===== src/rtl/iob_eth_frame_fifo_ctrl_pkg.sv =====
// Shared constants and writer state encoding for the Ethernet frame FIFO controller.
package iob_eth_frame_fifo_ctrl_pkg;
  localparam int ADDR_W_DEF = 11;
  localparam int DATA_W_DEF = 8;
  localparam int DROP_CNT_W = 16;

  typedef enum logic [1:0] {
    WR_IDLE   = 2'd0,
    WR_ACTIVE = 2'd1,
    WR_DROP   = 2'd2
  } wr_state_t;
endpackage


===== src/rtl/iob_eth_frame_fifo_rd.sv =====
// Read side: prefetches committed entries from the RAM into a 2-entry skid that drives the output.
module iob_eth_frame_fifo_rd
  import iob_eth_frame_fifo_ctrl_pkg::*;
#(
  parameter int ADDR_W = ADDR_W_DEF,
  parameter int DATA_W = DATA_W_DEF
) (
  input  logic              clk_i,
  input  logic              rst_i,
  input  logic [ADDR_W:0]   cmt_ptr_i,
  output logic [ADDR_W:0]   rd_ptr_o,
  output logic              ram_enB_o,
  output logic [ADDR_W-1:0] ram_addrB_o,
  input  logic [DATA_W:0]   ram_dB_i,
  output logic              out_valid_o,
  input  logic              out_ready_i,
  output logic [DATA_W-1:0] out_data_o,
  output logic              out_last_o
);
  logic [ADDR_W:0] r_rd_ptr;
  logic            r_inflight;
  logic [1:0]      r_cnt;
  logic            r_wsel;
  logic            r_rsel;
  logic [DATA_W:0] r_skid [2];

  logic            w_avail;
  logic            w_pop;
  logic [2:0]      w_occ;
  logic            w_issue;
  logic [DATA_W:0] w_head;

  assign w_avail = (cmt_ptr_i != r_rd_ptr);
  assign w_pop   = (r_cnt != 2'd0) && out_ready_i;
  assign w_occ   = {1'b0, r_cnt} + {2'b00, r_inflight};
  // Counting the beat leaving this cycle keeps the pipe full at one beat per clock.
  assign w_issue = w_avail && (w_pop ? (w_occ < 3'd3) : (w_occ < 3'd2));

  always_ff @(posedge clk_i) begin
    if (rst_i) begin
      r_rd_ptr   <= '0;
      r_inflight <= 1'b0;
      r_cnt      <= 2'd0;
      r_wsel     <= 1'b0;
      r_rsel     <= 1'b0;
      r_skid[0]  <= '0;
      r_skid[1]  <= '0;
    end else begin
      r_inflight <= w_issue;
      if (w_issue) r_rd_ptr <= r_rd_ptr + 1'b1;
      if (r_inflight) begin
        r_skid[r_wsel] <= ram_dB_i;
        r_wsel         <= ~r_wsel;
      end
      if (w_pop) r_rsel <= ~r_rsel;
      r_cnt <= r_cnt + {1'b0, r_inflight} - {1'b0, w_pop};
    end
  end

  assign w_head      = r_skid[r_rsel];
  assign rd_ptr_o    = r_rd_ptr;
  assign ram_enB_o   = w_issue;
  assign ram_addrB_o = r_rd_ptr[ADDR_W-1:0];
  assign out_valid_o = (r_cnt != 2'd0);
  assign out_data_o  = w_head[DATA_W-1:0];
  assign out_last_o  = w_head[DATA_W];
endmodule


===== src/rtl/iob_eth_frame_fifo_ctrl.sv =====
// Frame-aware circular buffer controller: speculative frame writes on port A, committed-only reads on port B.
// state     | meaning
// WR_IDLE   | between frames, wr_ptr == cmt_ptr
// WR_ACTIVE | frame in progress, bytes written speculatively past cmt_ptr
// WR_DROP   | frame could not fit; swallow beats until last/abort
module iob_eth_frame_fifo_ctrl
  import iob_eth_frame_fifo_ctrl_pkg::*;
#(
  parameter int ADDR_W = ADDR_W_DEF,
  parameter int DATA_W = DATA_W_DEF
) (
  input  logic                  clk_i,
  input  logic                  rst_i,
  input  logic                  in_valid_i,
  output logic                  in_ready_o,
  input  logic [DATA_W-1:0]     in_data_i,
  input  logic                  in_last_i,
  input  logic                  in_abort_i,
  output logic                  out_valid_o,
  input  logic                  out_ready_i,
  output logic [DATA_W-1:0]     out_data_o,
  output logic                  out_last_o,
  output logic [DROP_CNT_W-1:0] drop_cnt_o,
  output logic [ADDR_W:0]       level_o,
  output logic                  ram_enA_o,
  output logic                  ram_weA_o,
  output logic [ADDR_W-1:0]     ram_addrA_o,
  output logic [DATA_W:0]       ram_dA_o,
  output logic                  ram_enB_o,
  output logic                  ram_weB_o,
  output logic [ADDR_W-1:0]     ram_addrB_o,
  input  logic [DATA_W:0]       ram_dB_i
);
  localparam logic [ADDR_W:0] CAP = {1'b1, {ADDR_W{1'b0}}};

  wr_state_t             r_state;
  logic [ADDR_W:0]       r_wr_ptr;
  logic [ADDR_W:0]       r_cmt_ptr;
  logic [DROP_CNT_W-1:0] r_drop_cnt;

  wr_state_t             w_state_nxt;
  logic [ADDR_W:0]       w_wr_nxt;
  logic [ADDR_W:0]       w_cmt_nxt;
  logic [ADDR_W:0]       w_rd_ptr;
  logic                  w_full;
  logic                  w_ovf;
  logic                  w_acc;
  logic                  w_drop;
  logic                  w_wr_en;

  assign w_full     = ((r_wr_ptr - w_rd_ptr) == CAP);
  // Full with nothing committed ahead means the frame alone exceeds capacity.
  assign w_ovf      = (r_state == WR_ACTIVE) && w_full && (r_cmt_ptr == w_rd_ptr);
  assign in_ready_o = (r_state == WR_DROP) || !w_full;
  assign w_acc      = in_valid_i && in_ready_o;

  always_comb begin
    w_state_nxt = r_state;
    w_wr_nxt    = r_wr_ptr;
    w_cmt_nxt   = r_cmt_ptr;
    w_drop      = 1'b0;
    w_wr_en     = 1'b0;
    case (r_state)
      WR_IDLE, WR_ACTIVE: begin
        if (w_ovf) begin
          w_wr_nxt    = r_cmt_ptr;
          w_drop      = 1'b1;
          w_state_nxt = WR_DROP;
        end else if (w_acc) begin
          if (in_abort_i) begin
            w_wr_nxt    = r_cmt_ptr;
            w_drop      = 1'b1;
            w_state_nxt = WR_IDLE;
          end else begin
            w_wr_en  = 1'b1;
            w_wr_nxt = r_wr_ptr + 1'b1;
            if (in_last_i) begin
              w_cmt_nxt   = r_wr_ptr + 1'b1;
              w_state_nxt = WR_IDLE;
            end else begin
              w_state_nxt = WR_ACTIVE;
            end
          end
        end
      end
      WR_DROP: begin
        if (w_acc && (in_last_i || in_abort_i)) w_state_nxt = WR_IDLE;
      end
      default: w_state_nxt = WR_IDLE;
    endcase
  end

  always_ff @(posedge clk_i) begin
    if (rst_i) begin
      r_state    <= WR_IDLE;
      r_wr_ptr   <= '0;
      r_cmt_ptr  <= '0;
      r_drop_cnt <= '0;
    end else begin
      r_state   <= w_state_nxt;
      r_wr_ptr  <= w_wr_nxt;
      r_cmt_ptr <= w_cmt_nxt;
      if (w_drop && (r_drop_cnt != {DROP_CNT_W{1'b1}})) r_drop_cnt <= r_drop_cnt + 1'b1;
    end
  end

  iob_eth_frame_fifo_rd #(
    .ADDR_W(ADDR_W),
    .DATA_W(DATA_W)
  ) u_rd (
    .clk_i      (clk_i),
    .rst_i      (rst_i),
    .cmt_ptr_i  (r_cmt_ptr),
    .rd_ptr_o   (w_rd_ptr),
    .ram_enB_o  (ram_enB_o),
    .ram_addrB_o(ram_addrB_o),
    .ram_dB_i   (ram_dB_i),
    .out_valid_o(out_valid_o),
    .out_ready_i(out_ready_i),
    .out_data_o (out_data_o),
    .out_last_o (out_last_o)
  );

  assign ram_enA_o   = w_wr_en;
  assign ram_weA_o   = w_wr_en;
  assign ram_addrA_o = r_wr_ptr[ADDR_W-1:0];
  assign ram_dA_o    = {in_last_i, in_data_i};
  assign ram_weB_o   = 1'b0;
  assign drop_cnt_o  = r_drop_cnt;
  assign level_o     = r_cmt_ptr - w_rd_ptr;
endmodule


===== config.mk =====
export PLATFORM = sky130hd
export DESIGN_NAME = iob_eth_frame_fifo_ctrl
export DESIGN_NICKNAME = d
export VERILOG_FILES = /design/src/rtl/iob_eth_frame_fifo_ctrl_pkg.sv /design/src/rtl/iob_eth_frame_fifo_rd.sv /design/src/rtl/iob_eth_frame_fifo_ctrl.sv
export SDC_FILE = /design/constraint.sdc
export NUM_CORES = 1
export LEC_CHECK = 0
export CORE_UTILIZATION = 35
export CTS_CLUSTER_DIAMETER = 200
export DETAILED_ROUTE_END_ITERATION = 8
export SETUP_SLACK_MARGIN = 0.2
export SLEW_MARGIN = 15
export SYNTH_ARGS = -nofsm -noshare
export SYNTH_HDL_FRONTEND = slang
export SYNTH_SLANG_ARGS = --single-unit

===== constraint.sdc =====
create_clock -name clk_i -period 4.8 [get_ports clk_i]
set_input_delay 0.96 -clock clk_i [delete_from_list [all_inputs] [get_ports clk_i]]
set_output_delay 0.96 -clock clk_i [all_outputs]
set_load 0.005 [all_outputs]

Word level (Yosys, flattened, before mapping):

Memories as Yosys holds them, arrays and structs flattened. A register that Yosys moved wholly into a read port is not among the register bits.
Index checks and enable logic that the tools add are counted.

* output and inout bits: 74
* RAM bits: 18
* memories: 1
* input port bits: 23
* register bits: 59

Memories
* u_rd.r_skid: words 2, width 9, rd ports 1, clocked after memory_dff 1, write ports 2, RTL line iob_eth_frame_fifo_rd.sv:25 `logic [DATA_W:0] r_skid [2];`

* $add $sub $neg: 8
* reduce and logical (&&, ||, !) cells: 18
* order comparisons: 2
* bitwise logic cells: 4
* muxes and demuxes: 28
* eq/ne operators: 8

Operators by type and width (count)
* 2-to-1 mux 12 bit: 3
* adder 12 x 1 -> 12 bit, second input constant: 2
* subtractor 12 bit: 2
* 2-to-1 mux 1 bit: 20
* adder 16 x 1 -> 16 bit, second input constant: 1
* != test 16 bit, second input constant: 1
* == test 12 bit: 1
* == test 12 bit, second input constant: 1
* != test 12 bit: 1
* 2-to-1 mux 9 bit: 1
* OR reduction 9 bit: 1
* logical AND 1 bit: 7
* less-than comparator 3 x 2 -> 1 bit, second input constant: 2
* 2-to-1 mux 2 bit: 3
* AND reduction 5 bit: 1
* NOT 1 bit: 4
* one-hot mux 2 bit (2 select lines): 1
* AND reduction 2 bit: 2
* nonzero test 2 bit: 2
* adder 2 x 1 -> 3 bit: 1
* != test 3 bit, second input constant: 1
* adder 2 x 1 -> 2 bit: 1
* == test 2 x 1 -> 1 bit, second input constant: 1
* == test 2 bit, second input constant: 1
* 6 further kinds: 7

Depth between registers and ports, before layout:

* depth after elaboration: 9
* gate-level depth with buffers: 13
* depth with buffers taken out: 12

Cells and area by module:

A second synthesis with hierarchy kept.

* cells, all modules: 606
* area, all modules: 5266.3 sq um

By module, submodules not included
* iob_eth_frame_fifo_ctrl: cells an instance 432, instances 1, area each 3409.5 sq um
* iob_eth_frame_fifo_rd: cells an instance 174, instances 1, area each 1856.8 sq um

Worst setup path after synthesis:

OpenSTA, ideal clock, no wires.

* path kind: reg-to-output
* start: register u_rd.r_rd_ptr[1] (netlist: u_rd.rd_ptr_o[1])
* end: output ram_weA_o
* data arrival time: 2.821 ns
* cell stages (with the launch flop): 13
* slack: 1.019 ns
* cell sequence: dfxtp_1 > inv_1 > ha_1 > nand2b_1 > a211oi_4 > o31ai_2 > mux2_2 > nand3_2 > o311ai_0 > clkbuf_1 > nor2_1 > clkbuf_1 > buf_4

* cells in the longest elaborated chain, start to end: 8
* elaborated cells on any way between the ends: 11
* those cells by class: add/sub: 1; eq/ne: 2; mux: 3; reduce/logical: 5

Ends and longest elaborated chain
* from (decl): RTL line iob_eth_frame_fifo_rd.sv:20 `logic [ADDR_W:0] r_rd_ptr;`
* from (signal assigned): RTL line iob_eth_frame_fifo_rd.sv:50 `if (w_issue) r_rd_ptr <= r_rd_ptr + 1'b1;`
* subtractor 12 bit: RTL line iob_eth_frame_fifo_ctrl.sv:51 `assign w_full = ((r_wr_ptr - w_rd_ptr) == CAP);`
* == test 12 bit: RTL line iob_eth_frame_fifo_ctrl.sv:51
* logical NOT 1 bit: RTL line iob_eth_frame_fifo_ctrl.sv:54 `assign in_ready_o = (r_state == WR_DROP) || !w_full;`
* logical OR 1 bit: RTL line iob_eth_frame_fifo_ctrl.sv:54
* logical AND 1 bit: RTL line iob_eth_frame_fifo_ctrl.sv:55 `assign w_acc = in_valid_i && in_ready_o;`
* 2-to-1 mux 1 bit: RTL line iob_eth_frame_fifo_ctrl.sv:69 `end else if (w_acc) begin`
* 2-to-1 mux 1 bit *: RTL line iob_eth_frame_fifo_ctrl.sv:65 `if (w_ovf) begin`
* 2-to-1 mux 1 bit *: RTL line iob_eth_frame_fifo_ctrl.sv:63 `case (r_state)`
* to (decl): RTL line iob_eth_frame_fifo_ctrl.sv:26 `output logic ram_weA_o,`

Every way passes the cells marked *; elsewhere a longest branch is shown, timed or not.

Worst setup path in the final report:

* start: register u_rd.r_rd_ptr[1] (netlist: u_rd.rd_ptr_o[1])
* end: output level_o[11]

* cells in the longest elaborated chain, start to end: 1

Ends and longest elaborated chain
* subtractor 12 bit: RTL line iob_eth_frame_fifo_ctrl.sv:130 `assign level_o = r_cmt_ptr - w_rd_ptr;`
* to (decl): RTL line iob_eth_frame_fifo_ctrl.sv:24 `output logic [ADDR_W:0] level_o,`

Every way passes these cells.

==> flow_summary.toml <==
[synthesis]
synth_common_cells = "dfxtp_1 (60), nor2_1 (56), inv_1 (37)"
synth_xor_area_frac = 0.06591
synth-seq-cells = 78
syn_nets = 645
syn_avg_cell_area_um2 = 8.737
ys_warn_count = 0
ys_types = 72
syn_inst = 591
yosysSeqAreaShare = 0.3373
ys_top_cells_by_area = "dfxtp_1 (23%), edfxtp_1 (10%), ha_1 (7.3%)"
synthAdderAreaFrac = 0.07657
synthMostInstantiatedCell = "dfxtp_1"
synth_edf_count = 18
synth_top_area_frac = 0.2326
muxShareOfSynthArea = 0.04749
yosys.area_share.simple = 0.2183
synthArstFlopShare = 0
synth_flop_cell = "dfxtp_1"
synth_compound_area_frac = 0.1653
yosysTopAreaCell = "dfxtp_1"
syn_area_um2 = 5164
synth_top_family_by_area = "simple AND/OR/NAND/NOR gates"

[worst_setup_path]
end_kind = "primary output"
worstSetupPathType = "reg -> out"
rr_startpoint = "u_rd.rd_ptr_o[3]"
worstPathArrival_ns = 3.43
cp-start-kind = "flip-flop"
critical_path_required_ns = 3.84
reg2reg_depth = 11
cp_max_fo = 6
r2r_slack_ns = 1.13
r2r-end = "drop_cnt_o[7]"

[route]
wl_per_cell_um = 16.75
via_per_inst = 5.307
dr.pass1.iters = 5
postRouteAntennaNets = 0
drt-initial-drc-count = 303
totalWireLength_um = 13850
drt_drc_violations_left = 0
vias = 4389

[timing]
setup_violations = 0
tns_ns = 0
layout_min_cycle_time_ns = 4.391
hold_viol = 0
slew_headroom = 0.4083
finalCritPeriodShare = 0.9148
fmax_mhz = 227.7
slew_viol_final = 0
worst_pin_slew_ns = 0.8808
hold_ws_ns = 0.4964
final.setup.worst_slack_ns = 0.4089
clock-skew-final_ns = 0.006436
rsz0062_at_grt = "false"

[final_layout]
seq_area_um2 = 1743
fin_nets = 692
drive_gt1_frac = 0.09176
area_growth_pct = 21.66
num_antenna_cells = 0
fin_util = 0.4339
fin_cells = 827
design_area_um2 = 6282
n_fill_cell = 1410
multi_input_area_um2 = 2980

[global_routing]
grt_max_degree = 69
antenna_found_initial = 0
grt_use_total = 0.1874
grt_pass1_wl_um = 21650
grt_overflow = 0
grt_pass1_vias = 4201

[floorplanning]
die_w_um = 123.5
row_count = 44
die_y_um = 123.5
core_um2 = 14480
dieArea_um2 = 15240
initial_core_util = 0.3566
io_pins = 97

[worst_hold_path]
hp-start = "u_rd.r_rsel"
hold_depth = 2
hp-class = "reg -> reg"

[clock_tree]
cts_root_buf = "clkbuf_16"
cts_buffer_depth = 2
numClockSinks = 78
clock_latency_ns = 0.35
cts_tree = "done"
h-tree-depth = 3
cts.clk_slew.worst_paths_ns = 0.06
cts_inserted_buffers = 9
cts_hold_buf = 0

[placement]
place_area_um2 = 5922
hpwlAfterDp_um = 10070
place_congestion = 0.8708
portBuffers = 79
dp_cells = 811
dpl_worst_slack_ns = 0.3485

[power_and_ir_drop]
power_leakage_nw = 2.456
total_power_mw = 2.450
ir_drop_mv = 0.2427
cellPowerDensity_nw_per_um2 = 390.0

[job]
max-cap-violations = 0

[run_status]
outcome = "completed"
[logic make-up (layout without fill, tap and decap cells)]
group / after synthesis / count (layout)
other: 1 / 1
and+or+nand+nor: 216 / 216
xor gates and xnor gates: 38 / 38
DFF: 78 / 78
muxes: 23 / 23
buffers and inverters: 88 / 140
AOI/OAI and AO/OA: 116 / 116
adders and majority gates: 31 / 31
[layout make-up]
cell class | instances | share of cell area
Clock buffer | 9 | 0.03585
Clock inverter | 7 | 0.01892
Inverter | 37 | 0.02211
Multi-Input combinational cell | 425 | 0.4744
Sequential cell | 78 | 0.2774
Tap cell | 184 | 0.03665
Timing Repair Buffer | 87 | 0.1346
[metal layers]
metal,global-route usage,up-vias,routed length [um]
li1,-,2163,-
met1,0.2343,2058,6292
met2,0.3027,142,6445
met3,0.04797,26,740
met4,0.08283,0,370
met5,0,-,0
[worst max-delay path by stage]
stage / to / cells after the start / startpoint / slack [ns]
finish: level_o[11] / 12 / u_rd.rd_ptr_o[1] / 0.41
global placement: ram_enA_o / 10 / u_rd.rd_ptr_o[5] / 0.46
CTS: ram_enA_o / 10 / u_rd.rd_ptr_o[1] / 0.23
global route: ram_weA_o / 10 / u_rd.rd_ptr_o[3] / 0.27
detailed placement: ram_enA_o / 10 / u_rd.rd_ptr_o[1] / 0.35
floorplan: ram_weA_o / 12 / u_rd.rd_ptr_o[1] / 1.02
[cell usage in the layout (no fill, tap or decap), types with 13 or more instances in the layout]
master            n
clkdlybuf4s50_1  78
dfxtp_1          59
nor2_1           55
inv_1            37
a21oi_1          32
nand2_1          31
ha_1             30
xnor2_1          28
nor3_1           20
and2_1           19
edfxtp_1         18
nand3_1          17
a21o_1           13
[critical path: stages (launching register included)]
cell	delay [ns]
dfxtp_2	0.39
inv_1	0.09
ha_1	0.35
nor2b_1	0.15
o21ai_1	0.21
a21boi_0	0.17
o21ai_0	0.25
a21oi_1	0.13
a211o_1	0.30
a21o_1	0.19
a21oi_1	0.16
xor2_1	0.17
clkdlybuf4s50_1	0.52
[timing repair]
item	4_1_cts	5_1_grt
endpoints found under the hold margin	0	0
endpoints found under the setup margin	2	3
setup buffers	0	0
resized for setup	1	4
gates cloned	0	0
[sequential cells by signal, summed over array words and instances (netlist names), named ones only]
signal,cells
drop_cnt_o,16
r_cmt_ptr,12
r_state,2
r_wr_ptr,12
u_rd.r_cnt,2
u_rd.r_inflight,1
u_rd.r_rsel,1
u_rd.r_skid,18
u_rd.r_wsel,1
u_rd.rd_ptr_o,12
[power by group]
| part | switching, mW | internal (mW) |
|---|---|---|
| combinational | 0.387 | 0.454 |
| clock | 0.298 | 0.510 |
| sequential | 0.0523 | 0.749 |
| total | 0.737 | 1.71 |
Note: power is estimated with default switching activity, not from simulation.
